### src/rtl/serial_addsub_ctrl.sv
// Bit-serial adder/subtractor: one full-adder cell reused over WIDTH cycles, LSB first.
// Optional signed-overflow reporting is enabled by defining SERIAL_ADDSUB_OVF_EN.
module serial_addsub_ctrl #(
  parameter int WIDTH = 8
) (
  input  logic             clk,
  input  logic             rst_n,
  input  logic             start_i,
  input  logic             sub_i,
  input  logic [WIDTH-1:0] a_i,
  input  logic [WIDTH-1:0] b_i,
  output logic             busy_o,
  output logic             done_o,
  output logic [WIDTH-1:0] result_o,
  output logic             c_out_o,
  output logic             overflow_o
);

  localparam int CNT_W = (WIDTH > 2) ? $clog2(WIDTH) : 1;

  typedef enum logic [1:0] {
    IDLE = 2'd0,
    RUN  = 2'd1,
    DONE = 2'd2
  } state_e;

  state_e           state_q, state_d;
  logic [WIDTH-1:0] a_q, b_q, res_q;
  logic [CNT_W-1:0] cnt_q;
  logic             carry_q;
  logic             c_out_q;

  logic sum_bit;
  logic carry_nxt;
  logic last_bit;
  logic accept;

  // Single full-adder cell shared by every bit position.
  always_comb begin
    sum_bit   = a_q[0] ^ b_q[0] ^ carry_q;
    carry_nxt = (a_q[0] & b_q[0]) | (b_q[0] & carry_q) | (carry_q & a_q[0]);
    last_bit  = (cnt_q == CNT_W'(WIDTH - 1));
    accept    = (state_q == IDLE) && start_i;
  end

  // NOTE: every signal written here gets a default first, so no latch is inferred.
  always_comb begin
    state_d = state_q;
    unique case (state_q)
      IDLE:    if (start_i) state_d = RUN;
      RUN:     if (last_bit) state_d = DONE;
      DONE:    state_d = IDLE;
      default: state_d = IDLE;
    endcase
  end

  // NOTE: sequential state uses non-blocking assignments so all registers update together.
  always_ff @(posedge clk or negedge rst_n) begin
    if (!rst_n) state_q <= IDLE;
    else        state_q <= state_d;
  end

  // Subtraction is A + ~B + 1: B is inverted at load and the carry FF seeded with sub.
  always_ff @(posedge clk or negedge rst_n) begin
    if (!rst_n) begin
      a_q     <= '0;
      b_q     <= '0;
      res_q   <= '0;
      cnt_q   <= '0;
      carry_q <= 1'b0;
      c_out_q <= 1'b0;
    end else if (accept) begin
      a_q     <= a_i;
      b_q     <= sub_i ? ~b_i : b_i;
      res_q   <= '0;
      cnt_q   <= '0;
      carry_q <= sub_i;
      c_out_q <= 1'b0;
    end else if (state_q == RUN) begin
      a_q     <= a_q >> 1;
      b_q     <= b_q >> 1;
      res_q   <= {sum_bit, res_q[WIDTH-1:1]};
      cnt_q   <= cnt_q + CNT_W'(1);
      carry_q <= carry_nxt;
      if (last_bit) c_out_q <= carry_nxt;
    end
  end

`ifdef SERIAL_ADDSUB_OVF_EN
  // Carry into the MSB; XOR with the carry out gives signed overflow.
  logic msb_cin_q;

  always_ff @(posedge clk or negedge rst_n) begin
    if (!rst_n)                            msb_cin_q <= 1'b0;
    else if (accept)                       msb_cin_q <= 1'b0;
    else if ((state_q == RUN) && last_bit) msb_cin_q <= carry_q;
  end

  assign overflow_o = msb_cin_q ^ c_out_q;
`else
  assign overflow_o = 1'b0;
`endif

  assign busy_o   = (state_q == RUN);
  assign done_o   = (state_q == DONE);
  assign result_o = res_q;
  assign c_out_o  = c_out_q;

endmodule
### config.mk
export PLATFORM = sky130hd
export DESIGN_NAME = serial_addsub_ctrl
export DESIGN_NICKNAME = d
export VERILOG_FILES = /design/src/rtl/serial_addsub_ctrl.sv
export SDC_FILE = /design/constraint.sdc
export NUM_CORES = 1
export LEC_CHECK = 0
export BUFFER_PORTS_ARGS = -buffer_cell sky130_fd_sc_hd__buf_2
export CAP_MARGIN = 0
export CELL_PAD_IN_SITES_DETAIL_PLACEMENT = 1
export CELL_PAD_IN_SITES_GLOBAL_PLACEMENT = 1
export CORE_ASPECT_RATIO = 1.25
export CORE_MARGIN = 4
export CORE_UTILIZATION = 35
export DETAILED_ROUTE_END_ITERATION = 16
export PLACE_DENSITY_LB_ADDON = 0.1
export SYNTH_ARGS = -nofsm -noshare
export SYNTH_HDL_FRONTEND = slang
export SYNTH_SLANG_ARGS = --single-unit
### constraint.sdc
create_clock -name clk -period 2.71 [get_ports clk]
set_clock_uncertainty 0.05 [all_clocks]
set_input_delay 0.4065 -clock clk [delete_from_list [all_inputs] [get_ports clk]]
set_output_delay 0.4065 -clock clk [all_outputs]
set_load 0.005 [all_outputs]
== Word level (Yosys, flattened, before mapping) ==
Index checks and enable logic that the tools add are counted.

* Bits in registers: 31
* Bits in latches: 0
* RAM bits: 0
* ROM bits: 0
* Word-level logic and storage cells: 44
* Memories kept: 0

* Add/subtract/negate cells: 1
* Multiply operators: 0
* Div/mod/pow operators: 0
* $lt $le $gt $ge: 0
* Equality and inequality tests: 5
* Shifts and indexed selects: 0
* Mux-type cells: 17
* Bitwise operators: 8
* Reductions and logical operators: 6

{| class="wikitable"
|+ Operator list
! operator !! number
|-
| $mux 8 || 7
|-
| $not 8->8 || 1
|-
| $mux 3 || 2
|-
| $mux 1 || 5
|-
| $mux 2 || 2
|-
| $pmux 2 s2 || 1
|-
| $reduce_and 2->1 || 2
|-
| $reduce_bool 2->1 || 2
|-
| $add 3x1->3 const B || 1
|-
| $and 1x1->1 || 3
|-
| $eq 3x3->1 const B || 1
|-
| $eq 2x1->1 const B || 1
|-
| $eq 2x2->1 const B || 1
|-
| $logic_not 2->1 || 1
|-
| $ne 2x1->1 const B || 1
|-
| $ne 2x2->1 const B || 1
|-
| $or 1x1->1 || 2
|-
| $xor 1x1->1 || 2
|-
| $logic_and 1x1->1 || 1
|}

== Logic depth before layout (Yosys ltp) ==
* Word-level depth: 6
* Depth in mapped cells: 6
* Depth with buffers taken out: 5

== Worst setup path after synthesis ==
OpenSTA, ideal clock, no wires.

* Path type: register to output
* From: reg state_q[1]
* To: out busy_o
* Arrival time: 0.944 ns
* Path slack: 1.309 ns
* Cell stages (with the launch flop): 5
* Cells stage by stage: dfrtp_1 buf_2 nand2b_1 inv_2 buf_2

* Longest elaborated chain between the ends: 1

{| class="wikitable"
|+ RTL lines
! what !! line !! text
|-
| from (decl) || 27 || <nowiki>state_e state_q, state_d;</nowiki>
|-
| from (signal assigned) || 60 || <nowiki>else state_q <= state_d;</nowiki>
|-
| $eq 2x1->1 || 104 || <nowiki>assign busy_o = (state_q == RUN);</nowiki>
|-
| to (decl) || 12 || <nowiki>output logic busy_o,</nowiki>
|}

No other way between the ends.

== Final worst setup path ==
* From: reg state_q[0]
* To: out busy_o

The elaborated chain is that of the path after synthesis.

==> results.txt <==
The transition time at the pin with the least slew margin is 0.700 ns. The post-route netlist has between 20 and 30% of its cells at a drive strength greater than 1. The deepest level of the CTS H-tree came out at 2. For this run, global-route usage on met1 was measured as between 10% and 20%.

The delay contributed by the slowest stage of the critical path came out at approximately 0.72 ns. The first-pass GRT wire length came out at 5970 µm. The net count of the finished layout is 183. The cell area power density came out at between 1000 and 1500 nW/µm².

The antenna violation net count after detailed routing came out at 0. The count of cell instances traversed by the critical path came out at 3. At the worst endpoint, the arrival time is about 1.7 ns. For this configuration, the core starts out at a cell density of about 36%. The number of antenna violations at the first check in global routing came out at 0. The count of different cell masters after synthesis is 28.

Ranked by total cell area, the synthesized netlist is headed by dfrtp_1 (53%), a22o_1 (6.6%), a22oi_1 (4.1%). Timing would allow up to approximately 470 MHz. The max-slew violation count came out at 0. The signal on the critical path passes through nand2b_1 > inv_2 > buf_2.

The largest net degree at the start of global routing came out at 32. Detailed placement finished with a half-perimeter wire length of 2450 µm. The global routing met3 resource utilization came out at roughly 3.5%. The tree is rooted in a clkbuf_8. The number of antenna diodes is 0. After layout, the worst path uses around four fifths of the clock period. At the worst endpoint, the required time is between 2 and 2.5 ns. A synthesized cell averages 11.1 µm². Of the post-synthesis cell area, the dominant cell type holds 53.0%. Clock latency on the worst-skew pair, taken at its later pin, is 0.29 ns.

Setup repair after global routing left no endpoint under its margin. The slack of the worst reg-to-reg path is a little over 1 ns. The die extent in x is between 60 and 70 µm. The cell area after technology mapping came out at around 1500 µm². The total count of hold-check failures in the final report is 0. The maximum number of buffers from clock root to sink is 2. For this run the aggregate overflow at the end of global routing stands at 0. The I/O pin total is 32.

The max-cap check violation count is 0. TritonCTS built the clock tree. The endpoint identified for the worst register-to-register timing path is b_q[6]. The row count is 26.

The detailed-routing iteration count for the pre-antenna-repair pass came out at 4. Subtracting the final worst setup slack from the clock period gives around 2.1 ns. The maximum vdd ir drop came out at 0.000343 V. The layer with the highest usage after global routing is met2. The total negative setup slack is 0 ns.

The standard cell area after detailed placement is approximately 1600 µm². Buffers placed on the I/O ports in this run total 30. Synthesis produced about 130 cells.

On the critical path, the stage with the largest delay is an instance of dfrtp_1. The worst hold slack after final layout is 0.107 ns. When the netlist entered floorplanning its net count stood at between 150 and 200. Using the TritonRoute via totals, the vias-per-cell ratio works out to about 5.1.

In this run, post-CTS repair resized a total of 0 instances. The layout overhead on the synthesized area is 18.5%. The number of hold buffers added after cts came out at 0. The clock-pin slew of the registers on the worst-case setup and hold paths came out at roughly 0.07 ns. From bottom edge to top edge, the die measures 80.3 µm. The largest driver fanout on the critical path came out at 17. The post-CTS setup-driven buffer insertion count came out at 0.

The number of cells on the worst reg-to-reg path is 3. The type of element launching the critical path is a flop. The worst hold-check path type is input port to asynchronous set/reset pin. In this run the tightest slew margin relative to its limit is 53.3%.

The via total after detailed routing came out at approximately 1100. The TritonCTS buffer count came out at 5. The setup path with the least slack is of type flop to output port. The total of warnings raised by yosys came out at 0. The final weighted congestion in routability-driven placement is a little over 0.7.

The area of the placeable core came out at a little over 4000 µm². Once layout is done, the placed cells without fillers occupy 1730 µm². For this run, design rule violations remaining after detail routing come to 0. The share of the Yosys chip area taken by registers is a little over half. Once layout is complete, the utilization of the core stands at between 40% and 50%. The endpoint of the most critical setup path is busy_o. The critical register-to-register path startpoint is state_q[0].

The global-route met2 utilization is 25.1%. The kind of capture point of the worst setup path is an output port. The die outline area came out at about 5300 µm². The detailed-route wire length is between 3000 and 4000 µm. The total buffers and inverters traversed by the critical path is 2. In the final routed layout, each cell accounts on average for ~15 µm. The most critical setup path has its startpoint at state_q[0].

On the critical path the largest part of the delay comes from flip-flops. The synthesized flop and latch total is 31. The setup-violating endpoint count in the final report came out at 0.

The largest area contributor in the synthesized netlist is dfrtp_1. The first-iteration detailed-routing DRC count came out at 37. The via count of the first global-routing pass is 1222. The run finished with clean final reports.

The global-route total usage across every layer is ~15%. After filler insertion, the fill cell instance count of the layout stands at 476. For this design the static power due to leakage is 0.000809 µW. The sink count of the clock tree is 31.
==> power by group <==
group	switching (µW)	internal [µW]
combinational	330	321
clock	188	178
sequential	162	660
total	679	1160
==> per-layer routing <==
layer  up-vias  routed length (µm)
li1        514                   -
met5         -                   0
met1       551                1360
met4         0                  77
met3         8                 173
met2        24                1720
==> worst register-to-register path: stages (launching register included) <==
cell	delay, ns
dfrtp_1	0.60
nor2b_1	0.55
a21oi_1	0.15
o22a_1	0.22
==> metrics by stage <==
stage | cells | setup WS, ns | power [µW]
3_3_place_gp | 209 | 0.968 | 1460
5_1_grt | 217 | 0.409 | 2000
6_report | 217 | 0.593 | 1840
2_1_floorplan | 132 | 1.31 | 1260
4_1_cts | 217 | 0.576 | 1880
3_5_place_dp | 209 | 0.899 | 1500
==> layout make-up <==
type                    instances  area, µm²  share of cell area [%]
inverters                       5       18.8                    1.08
multi-input cells              85        616                    35.5
repair buffers                 32        165                    9.52
clock buffers                   5       68.8                    3.97
well taps                      56       70.1                    4.04
flip-flops and latches         31        776                    44.7
clock inverters                 3       20.0                    1.15
==> registers in the layout (all words and copies together) (netlist names) <==
name	cells
carry_q	1
cnt_q	3
result_o	8
b_q	8
state_q	2
a_q	8
c_out_o	1
==> synthesized netlist by cell type, drive strengths merged <==
master	instances
a22oi	8
or3	1
a22o	11
xnor2	2
nor2	3
a2bb2oi	4
a21oi	3
nand2b	1
o21ai	16
conb	1
clkbuf	2
nor2b	5
nor3b	1
ha	2
dfrtp	31
xor2	6
o22a	2
fa	1
inv	5
nand2	12
a21o	1
mux2i	4
o21bai	1
buf	9
==> cell usage in the layout, fill, tap and decap left out, types with 2 or more instances in the layout <==
| cell type | synthesis | routed |
|---|---|---|
| o22a_1 | 2 | 2 |
| a2bb2oi_1 | 4 | 4 |
| inv_1 | 4 | 4 |
| dfrtp_1 | 31 | 31 |
| a22o_1 | 11 | 11 |
| buf_2 | 7 | 30 |
| mux2i_1 | 4 | 4 |
| clkinvlp_4 | 0 | 2 |
| o21ai_0 | 11 | 11 |
| nor2b_1 | 5 | 5 |
| a22oi_1 | 8 | 8 |
| nand2_1 | 12 | 12 |
| nor2_1 | 3 | 3 |
| xor2_1 | 6 | 6 |
| xnor2_1 | 2 | 2 |
| o21ai_2 | 4 | 4 |
| buf_4 | 2 | 2 |
| ha_1 | 2 | 2 |
| clkbuf_8 | 0 | 5 |
| a21oi_1 | 3 | 3 |
==> cell families after synthesis <==
| kind of cell | share of synthesized area [%] |
|---|---|
| fa+ha+maj | 3.08 |
| compound gates | 22.8 |
| other cells | 0.256 |
| xor+xnor | 4.79 |
| flops | 53.0 |
| buf+inv | 5.21 |
| mux | 2.74 |
| simple gates | 8.12 |
==> worst min-delay path by stage <==
stage	from	to	slack [ns]
floorplan	rst_n	a_q[0]	0.06
global placement	b_q[3]	b_q[3]	0.42
detailed placement	b_q[3]	b_q[3]	0.42
CTS	rst_n	result_o[3]	0.13
global route	rst_n	result_o[3]	0.17
finish	rst_n	result_o[3]	0.11
(Power assumes the default switching activity.)
